[config.mk]
export PLATFORM = sky130hd
export DESIGN_NAME = leaf_user_tx
export DESIGN_NICKNAME = d
export VERILOG_FILES = /design/src/rtl/leaf_user_pkg.sv /design/src/rtl/leaf_user_fifo.sv /design/src/rtl/leaf_user_tx.sv
export SDC_FILE = /design/constraint.sdc
export NUM_CORES = 1
export LEC_CHECK = 0
export CELL_PAD_IN_SITES_DETAIL_PLACEMENT = 0
export CELL_PAD_IN_SITES_GLOBAL_PLACEMENT = 1
export CORE_MARGIN = 1.5
export CORE_UTILIZATION = 44
export DETAILED_ROUTE_END_ITERATION = 7
export PLACE_DENSITY_LB_ADDON = 0.1
export SYNTH_ARGS = -nofsm -noshare
export SYNTH_HDL_FRONTEND = slang
export SYNTH_SLANG_ARGS = --single-unit
[constraint.sdc]
create_clock -name clk_user -period 4 [get_ports clk_user]
set_input_delay 0.8 -clock clk_user [delete_from_list [all_inputs] [get_ports clk_user]]
set_output_delay 0.8 -clock clk_user [all_outputs]
set_load 0.02 [all_outputs]
[src/rtl/leaf_user_pkg.sv]
// Shared types for the leaf user-side transmitter: FSM state encoding and payload word.
package leaf_user_pkg;

  localparam int PAYLOAD_BITS_DEFAULT = 32;

  typedef logic [PAYLOAD_BITS_DEFAULT-1:0] payload_t;

  typedef enum logic [1:0] {
    IDLE  = 2'd0,
    RUN   = 2'd1,
    DRAIN = 2'd2
  } state_e;

endpackage

[src/rtl/leaf_user_fifo.sv]
// Synchronous first-word-fall-through FIFO; head_o shows the oldest entry, or zero when empty.
module leaf_user_fifo #(
  parameter int PAYLOAD_BITS = 32,
  parameter int FIFO_DEPTH   = 16,
  parameter int ADDR_BITS    = 4
) (
  input  logic                    clk_i,
  input  logic                    reset_n_i,
  input  logic                    push_i,
  input  logic                    pop_i,
  input  logic [PAYLOAD_BITS-1:0] data_i,
  output logic [PAYLOAD_BITS-1:0] head_o,
  output logic [ADDR_BITS:0]      count_o
);

  localparam logic [ADDR_BITS:0] FULL_COUNT = FIFO_DEPTH[ADDR_BITS:0];

  logic [PAYLOAD_BITS-1:0] mem_q [FIFO_DEPTH];
  logic [ADDR_BITS-1:0]    wrPtr_q, wrPtr_d;
  logic [ADDR_BITS-1:0]    rdPtr_q, rdPtr_d;
  logic [ADDR_BITS:0]      count_q, count_d;

  // Pointers wrap naturally at the power-of-two depth; simultaneous push and pop leave count unchanged.
  always_comb begin
    wrPtr_d = wrPtr_q;
    rdPtr_d = rdPtr_q;
    count_d = count_q;
    if (push_i) wrPtr_d = wrPtr_q + 1'b1;
    if (pop_i)  rdPtr_d = rdPtr_q + 1'b1;
    case ({push_i, pop_i})
      2'b10:   count_d = count_q + 1'b1;
      2'b01:   count_d = count_q - 1'b1;
      default: count_d = count_q;
    endcase
  end

  always_ff @(posedge clk_i) begin
    if (!reset_n_i) begin
      wrPtr_q <= '0;
      rdPtr_q <= '0;
      count_q <= '0;
    end else begin
      wrPtr_q <= wrPtr_d;
      rdPtr_q <= rdPtr_d;
      count_q <= count_d;
    end
  end

  always_ff @(posedge clk_i) begin
    if (push_i) mem_q[wrPtr_q] <= data_i;
  end

  // Storage is never cleared, so an empty FIFO must mask stale contents.
  assign head_o  = (count_q != '0) ? mem_q[rdPtr_q] : '0;
  assign count_o = count_q;

  assert property (@(posedge clk_i) count_q <= FULL_COUNT);

endmodule

[src/rtl/leaf_user_tx.sv]
// User-side transmitter for one leaf output port: buffers kernel words and hands them to leaf_interface.
// Optional macro LEAF_USER_TX_WORD_CNT_EN adds a tx_word_cnt output counting delivered words.
module leaf_user_tx
  import leaf_user_pkg::*;
#(
  parameter int PAYLOAD_BITS = PAYLOAD_BITS_DEFAULT,
  parameter int FIFO_DEPTH   = 16,
  parameter int ADDR_BITS    = 4
) (
  input  logic                    clk_user,
  input  logic                    reset_n,
  input  logic                    start,
  input  logic                    drain,
  input  logic [PAYLOAD_BITS-1:0] s_data,
  input  logic                    s_valid,
  output logic                    s_ready,
  output logic [PAYLOAD_BITS-1:0] din_leaf_user2interface,
  output logic                    vld_user2interface,
  input  logic                    ack_interface2user,
  output logic                    busy,
`ifdef LEAF_USER_TX_WORD_CNT_EN
  output logic [31:0]             tx_word_cnt,
`endif
  output logic [ADDR_BITS:0]      fifo_count
);

  localparam logic [ADDR_BITS:0] FULL_COUNT = FIFO_DEPTH[ADDR_BITS:0];

  state_e             state_q;
  logic               pushEn;
  logic               popEn;
  logic [ADDR_BITS:0] fifoCount;

  // Handshake qualifiers depend only on registered state, never on ack or s_valid.
  assign s_ready            = (state_q == RUN) && (fifoCount != FULL_COUNT);
  assign vld_user2interface = (state_q != IDLE) && (fifoCount != '0);
  assign busy               = (state_q != IDLE);
  assign pushEn             = s_valid && s_ready;
  assign popEn              = vld_user2interface && ack_interface2user;
  assign fifo_count         = fifoCount;

  always_ff @(posedge clk_user) begin
    if (!reset_n) begin
      state_q <= IDLE;
    end else begin
      case (state_q)
        IDLE:    if (start) state_q <= RUN;
        RUN:     if (drain) state_q <= DRAIN;
        DRAIN:   if (fifoCount == '0) state_q <= IDLE;
        default: state_q <= IDLE;
      endcase
    end
  end

  leaf_user_fifo #(
    .PAYLOAD_BITS (PAYLOAD_BITS),
    .FIFO_DEPTH   (FIFO_DEPTH),
    .ADDR_BITS    (ADDR_BITS)
  ) u_fifo (
    .clk_i     (clk_user),
    .reset_n_i (reset_n),
    .push_i    (pushEn),
    .pop_i     (popEn),
    .data_i    (s_data),
    .head_o    (din_leaf_user2interface),
    .count_o   (fifoCount)
  );

`ifdef LEAF_USER_TX_WORD_CNT_EN
  logic [31:0] wordCnt_q;

  // Only an accepted start (from IDLE) restarts the count; no pops can coincide with it.
  always_ff @(posedge clk_user) begin
    if (!reset_n) begin
      wordCnt_q <= '0;
    end else if ((state_q == IDLE) && start) begin
      wordCnt_q <= '0;
    end else if (popEn) begin
      wordCnt_q <= wordCnt_q + 32'd1;
    end
  end

  assign tx_word_cnt = wordCnt_q;
`endif

endmodule

-- Yosys cells after proc, flatten, opt, wreduce, memory -nomap -nowiden
Memories as Yosys holds them, arrays and structs flattened. A register that Yosys moved wholly into a read port is not among the register bits.
Cells that the tools add are included.
- flip-flop bits (word level): 15
- memories: 1
- bits in writable memories: 512
- equal/unequal tests: 8
- reductions and logical operators: 10
- add/subtract/negate cells: 4
- mux-type cells: 10
- memory list (name ; words ; bits a word ; rd ports ; clocked after memory_dff ; write ports ; RTL line ; RTL):
    u_fifo.mem_q ; 16 ; 32 ; 1 ; 1 ; 1 ; leaf_user_fifo.sv:18 ; logic [PAYLOAD_BITS-1:0] mem_q [FIFO_DEPTH];
- operators with widths (cell ; count):
    32-bit two-way mux ; 1
    5-bit case mux with 2 select lines ; 1
    4-bit by 1-bit adder with 4-bit output, second input constant ; 2
    4-bit two-way mux ; 2
    2-bit two-way mux ; 3
    2-bit != test, second input constant ; 3
    2-bit case mux with 3 select lines ; 1
    5-bit by 1-bit adder with 5-bit output, second input constant ; 1
    5-bit zero test ; 1
    5-bit != test, second input constant ; 1
    5-bit nonzero test ; 1
    5-bit by 1-bit subtractor with 5-bit output, second input constant ; 1
    2-bit by 1-bit equality test with 1-bit output, second input constant ; 2
    2-bit equality test, second input constant ; 2
    1-bit logical AND ; 4
    2-bit nonzero test ; 2
    3-bit AND reduction ; 1
    2-bit zero test ; 1
    1-bit two-way mux ; 2

-- Depth between registers and ports, before layout
Gate-level depths: netlist of the first run.
- depth after elaboration: 5
- mapped depth: 12
- depth with buffers taken out: 10

-- Hierarchy
Synthesis of the first run repeated with hierarchy kept, for this count alone.
- cells, all modules: 912
- area total of the unflattened synthesis: 20492.2 um^2
- by module, submodules not included (module ; times used ; cells an instance ; area each (um^2) ; seq. area each (um^2)):
    leaf_user_fifo ; 1 ; 892 ; 20324.5 ; 15715.1
    leaf_user_tx ; 1 ; 20 ; 167.7 ; 40.0

-- Worst setup path after synthesis of the first run
OpenSTA, ideal clock, no wires.
- path kind: in2reg
- from: input s_valid
- to: memory u_fifo.mem_q[0][0] (enable)
- stages on the path: 4
- path slack: 0.018 ns
- arrival time: 3.521 ns
- path through: inv_1 -> a211oi_4 -> nand2_1 -> nor3_1
- cells in the longest elaborated chain, start to end: 3
- RTL lines (element ; RTL line ; RTL):
    from (decl) ; leaf_user_tx.sv:15 ; input logic s_valid,
    1-bit logical AND ; leaf_user_tx.sv:38 ; assign pushEn = s_valid && s_ready;
    1-bit two-way mux ; leaf_user_fifo.sv:50 ; if (push_i) mem_q[wrPtr_q] <= data_i;
    1-bit two-way mux (not written as such) ; leaf_user_fifo.sv:50 ;
    to (decl) ; leaf_user_fifo.sv:18 ;
No other way between the ends.

-- Final worst setup path of the first run
- from: register u_fifo.count_q[1] (netlist: u_fifo.count_o[1])
- to: output din_leaf_user2interface[9]
- cells in the longest elaborated chain, start to end: 2
- RTL lines (element ; RTL line ; RTL):
    from (decl) ; leaf_user_fifo.sv:21 ; logic [ADDR_BITS:0] count_q, count_d;
    from (signal assigned) ; leaf_user_fifo.sv:45 ; count_q <= count_d;
    5-bit nonzero test ; leaf_user_fifo.sv:54 ; assign head_o = (count_q != '0) ? mem_q[rdPtr_q] : '0;
    32-bit two-way mux ; leaf_user_fifo.sv:54 ;
    to (decl) ; leaf_user_tx.sv:17 ; output logic [PAYLOAD_BITS-1:0] din_leaf_user2interface,
No other way between the ends.

==> results of run 1 <==
power groups by stage:
stage               logic (mW)  clock network (mW)  registers (mW)
floorplan                0.501                   0            6.26
global placement         0.960                   0            6.27
detailed placement       0.965                   0            6.28
CTS                      0.968                4.79            6.16
global route              1.02                5.00            6.16
finish                   0.950                4.68            6.16
routing by layer:
metal  share of wire, %  GRT usage, %  vias up
met1                 45          28.6     5363
met2                 49          32.6      207
met4                1.7          5.18        4
li1                   -             -     4298
met5              0.058             0        -
met3                4.2          3.11       62
logic make-up (layout without fill, tap and decap cells):
family | count (synthesis) | count (layout)
flops | 531 | 531
mux | 164 | 164
simple gates | 129 | 129
buf+inv | 70 | 237
compound gates | 54 | 54
fa+ha+maj | 8 | 8
xor+xnor | 6 | 6
stage by stage:
step | total power [mW] | hold slack (ns) | setup WS (ns) | instance area [um2] | cells
after floorplan | 6.76 | 0.430 | 0.0182 | 20600 | 962
after global placement | 7.23 | 0.457 | 0.631 | 22500 | 1634
after detailed placement | 7.24 | 0.478 | 0.616 | 22500 | 1634
after CTS | 11.9 | 0.488 | 0.0408 | 24100 | 1735
after global routing | 12.2 | 0.505 | 0.0628 | 24100 | 1736
final | 11.8 | 0.492 | 0.236 | 24100 | 1736
cells in the final DEF, fill, tap and decap left out, drive strengths merged, types with 2 or more instances in the layout:
cell type	instances
edfxtp	512
mux4	128
clkdlybuf4s50	77
nand3	70
clkbuf	65
buf	50
mux2i	36
o311ai	32
clkinv	27
dfxtp	19
nor2	19
inv	11
nand2	10
a21oi	9
ha	8
nor3	7
nand2b	5
clkinvlp	5
o21ai	5
xor2	4
or3	3
nor2b	3
or2	2
a211o	2
xnor2	2
nand3b	2
bufinv	2
nor4	2
and2	2
timing repair:
item / in CTS / in global routing
pin swaps: 0 / 0
endpoints found under the hold margin: 0 / 0
buffers inserted: 1 / 1
gates resized for setup: 0 / 1
endpoints found under the setup margin: 2 / 6
registers in the layout, summed over array words and instances, names as in the netlist, named ones only:
register and count:
u_fifo.mem_q 512, u_fifo.count_o 5, u_fifo.rdPtr_q 4, u_fifo.wrPtr_q 4, state_q 2
path summary, 6_finish.rpt:
| kind | start | to | cells past startpoint |
|---|---|---|---|
| setup / recovery | u_fifo.count_o[1] | din_leaf_user2interface[9] | 5 |
| hold / removal | state_q[1] | state_q[0] | 1 |
| setup reg to reg | u_fifo.count_o[1] | u_fifo.count_o[4] | 10 |
| hold reg to reg | state_q[1] | state_q[0] | 1 |
critical path: cells and delay by family (launching register included):
kind / cells / cell delay, ns
simple gates: 2 / 0.29
flops: 1 / 0.55
compound gates: 1 / 0.60
buf+inv: 2 / 0.92
final cells by class:
class,count,area share (%)
Clock buffer,65,5.86
Sequential cell,531,65.4
Multi-Input combinational cell,361,19.2
Tap cell,607,3.15
Inverter,10,0.156
Clock inverter,35,0.907
Timing Repair Buffer,127,5.35
==> impl_metrics.py, run 1 <==
metrics = {
    "run_status": {
        "outcome": "finished, final reports clean",
    },
    "logic_synthesis": {
        "yosys-top-cells-area": "edfxtp_1 (75%), mux4_2 (14%), dfxtp_1 (1.8%)",
        "synth_top_family_by_area": "multiplexers",
        "async_reset_ff_share_pct": 0,
        "synthAdderAreaFrac_pct": 0.485,
        "synth.most_common_cell": "edfxtp_1",
        "syn_nets": 1008,
        "syn_avg_cell_area_um2": 21.4,
        "yosys.area_share.simple_pct": 3.23,
        "synthTopCellsByCount": "edfxtp_1 (512), mux4_2 (128), nand3_1 (70)",
        "yosysWarnings": 0,
        "synth-seq-area-share_pct": 76.4,
        "muxShareOfSynthArea_pct": 15.7,
        "synth_compound_area_share_pct": 2.15,
        "synth_edf_count": 512,
        "syn_inst": 962,
        "synth_xor_area_share_pct": 0.291,
        "synth_top_area_share_pct": 74.5,
        "yosysTopAreaCell": "edfxtp_1",
        "ys_seq_elements": 531,
        "synth-main-ff-cell": "edfxtp_1",
        "synth_area_um2": 20600,
        "ys_types": 42,
    },
    "timing": {
        "worst_slew_pin_slew_ns": 0.659,
        "setup_tns_ns": 0,
        "relSlewSlack_pct": 56.0,
        "fin_worst_skew_ns": 0.0181,
        "clock.fmax_mhz": 266,
        "grt_setup_unrepaired": "false",
        "period_needed_ns": 3.76,
        "drv_slew": 0,
        "finalCritPeriodShare_pct": 94.1,
        "setup_viol": 0,
        "hold_viol_final": 0,
    },
    "layout": {
        "nFillCells": 3665,
        "register_area_um2": 15800,
        "drive_above_1_share_pct": 25.1,
        "multiInputGateArea_um2": 4640,
        "nNetsFinal": 1132,
        "postLayoutCoreUtil_pct": 52.0,
        "antennaDiodeCount": 0,
        "syn_to_final_growth_pct": 17.0,
    },
    "power_and_ir_drop": {
        "pwr_density_cell_nw_per_um2": 489,
        "p_clk_share_pct": 39.7,
        "internal-power_mw": 9.14,
        "power_leakage_nw": 7.24,
        "pwr-share-seq_pct": 52.2,
        "swShare_pct": 22.5,
        "p_switching_mw": 2.65,
        "vdd_ir_drop_max_uv": 354,
        "p_comb_share_pct": 8.1,
    },
    "clock_tree": {
        "clock-sinks": 531,
        "cts_tree": "done",
        "holdBufCountCts": 0,
        "cts-root-buf": "clkbuf_16",
        "insertion_delay_ns": 0.59,
        "htree_levels": 2,
        "clkTransAtPathRegs_ns": 0.06,
        "ctsLongestPathBuffers": 3,
        "cts_made_buffers": 55,
    },
    "die": {
        "die_x_um": 220,
        "placementRows": 79,
        "io_pins": 78,
        "dieArea_um2": 48200,
        "initial_core_util_pct": 44.5,
        "core_area_um2": 46400,
        "die_h_um": 220,
    },
    "hold_path": {
        "hold_path.class": "reg2reg",
    },
    "route": {
        "viasPerCell": 5.72,
        "route.detailed.drc": 0,
        "vias": 9934,
        "drtPass1Iterations": 5,
        "wl_per_cell_um": 26.9,
        "drt_iter0_markers": 799,
        "ant_nets": 0,
        "routed_wl_mm": 46.8,
    },
    "setup_path": {
        "cp_slowest_cell": "clkdlybuf4s50_1",
        "r2r_setup_slack_ns": 0.89,
        "slowest_delay_ns": 0.72,
        "cp.required_ns": 3.20,
        "cp_cell_sequence": "or4_4 > nor2_4 > buf_12 > o311ai_1 > clkdlybuf4s50_1",
        "worstPathArrival_ns": 2.96,
        "critPathMaxFanout": 32,
        "worst_setup_path_start_kind": "register",
        "worstSetupEndpointType": "output port",
        "path_class": "reg2out",
    },
    "grt": {
        "grt_pass1_wl_mm": 69.1,
        "overflow": 0,
        "first_global_vias": 10400,
        "grt_max_degree": 36,
        "antenna_found_initial": 2,
        "grt_use_total_pct": 20.1,
    },
    "place": {
        "io_buffers": 77,
        "gp_congestion": 0.703,
        "post-dp-hpwl_mm": 25.3,
    },
    "flow_run": {
        "cap_violations": 0,
    },
}
Power figures use the tool's default switching activity.
==> run 2: changes to the inputs <==
- CAP_MARGIN: not set -> 40
==> results of run 2 <==
No change in the layout: final DEF, timing and power equal those of run 1.
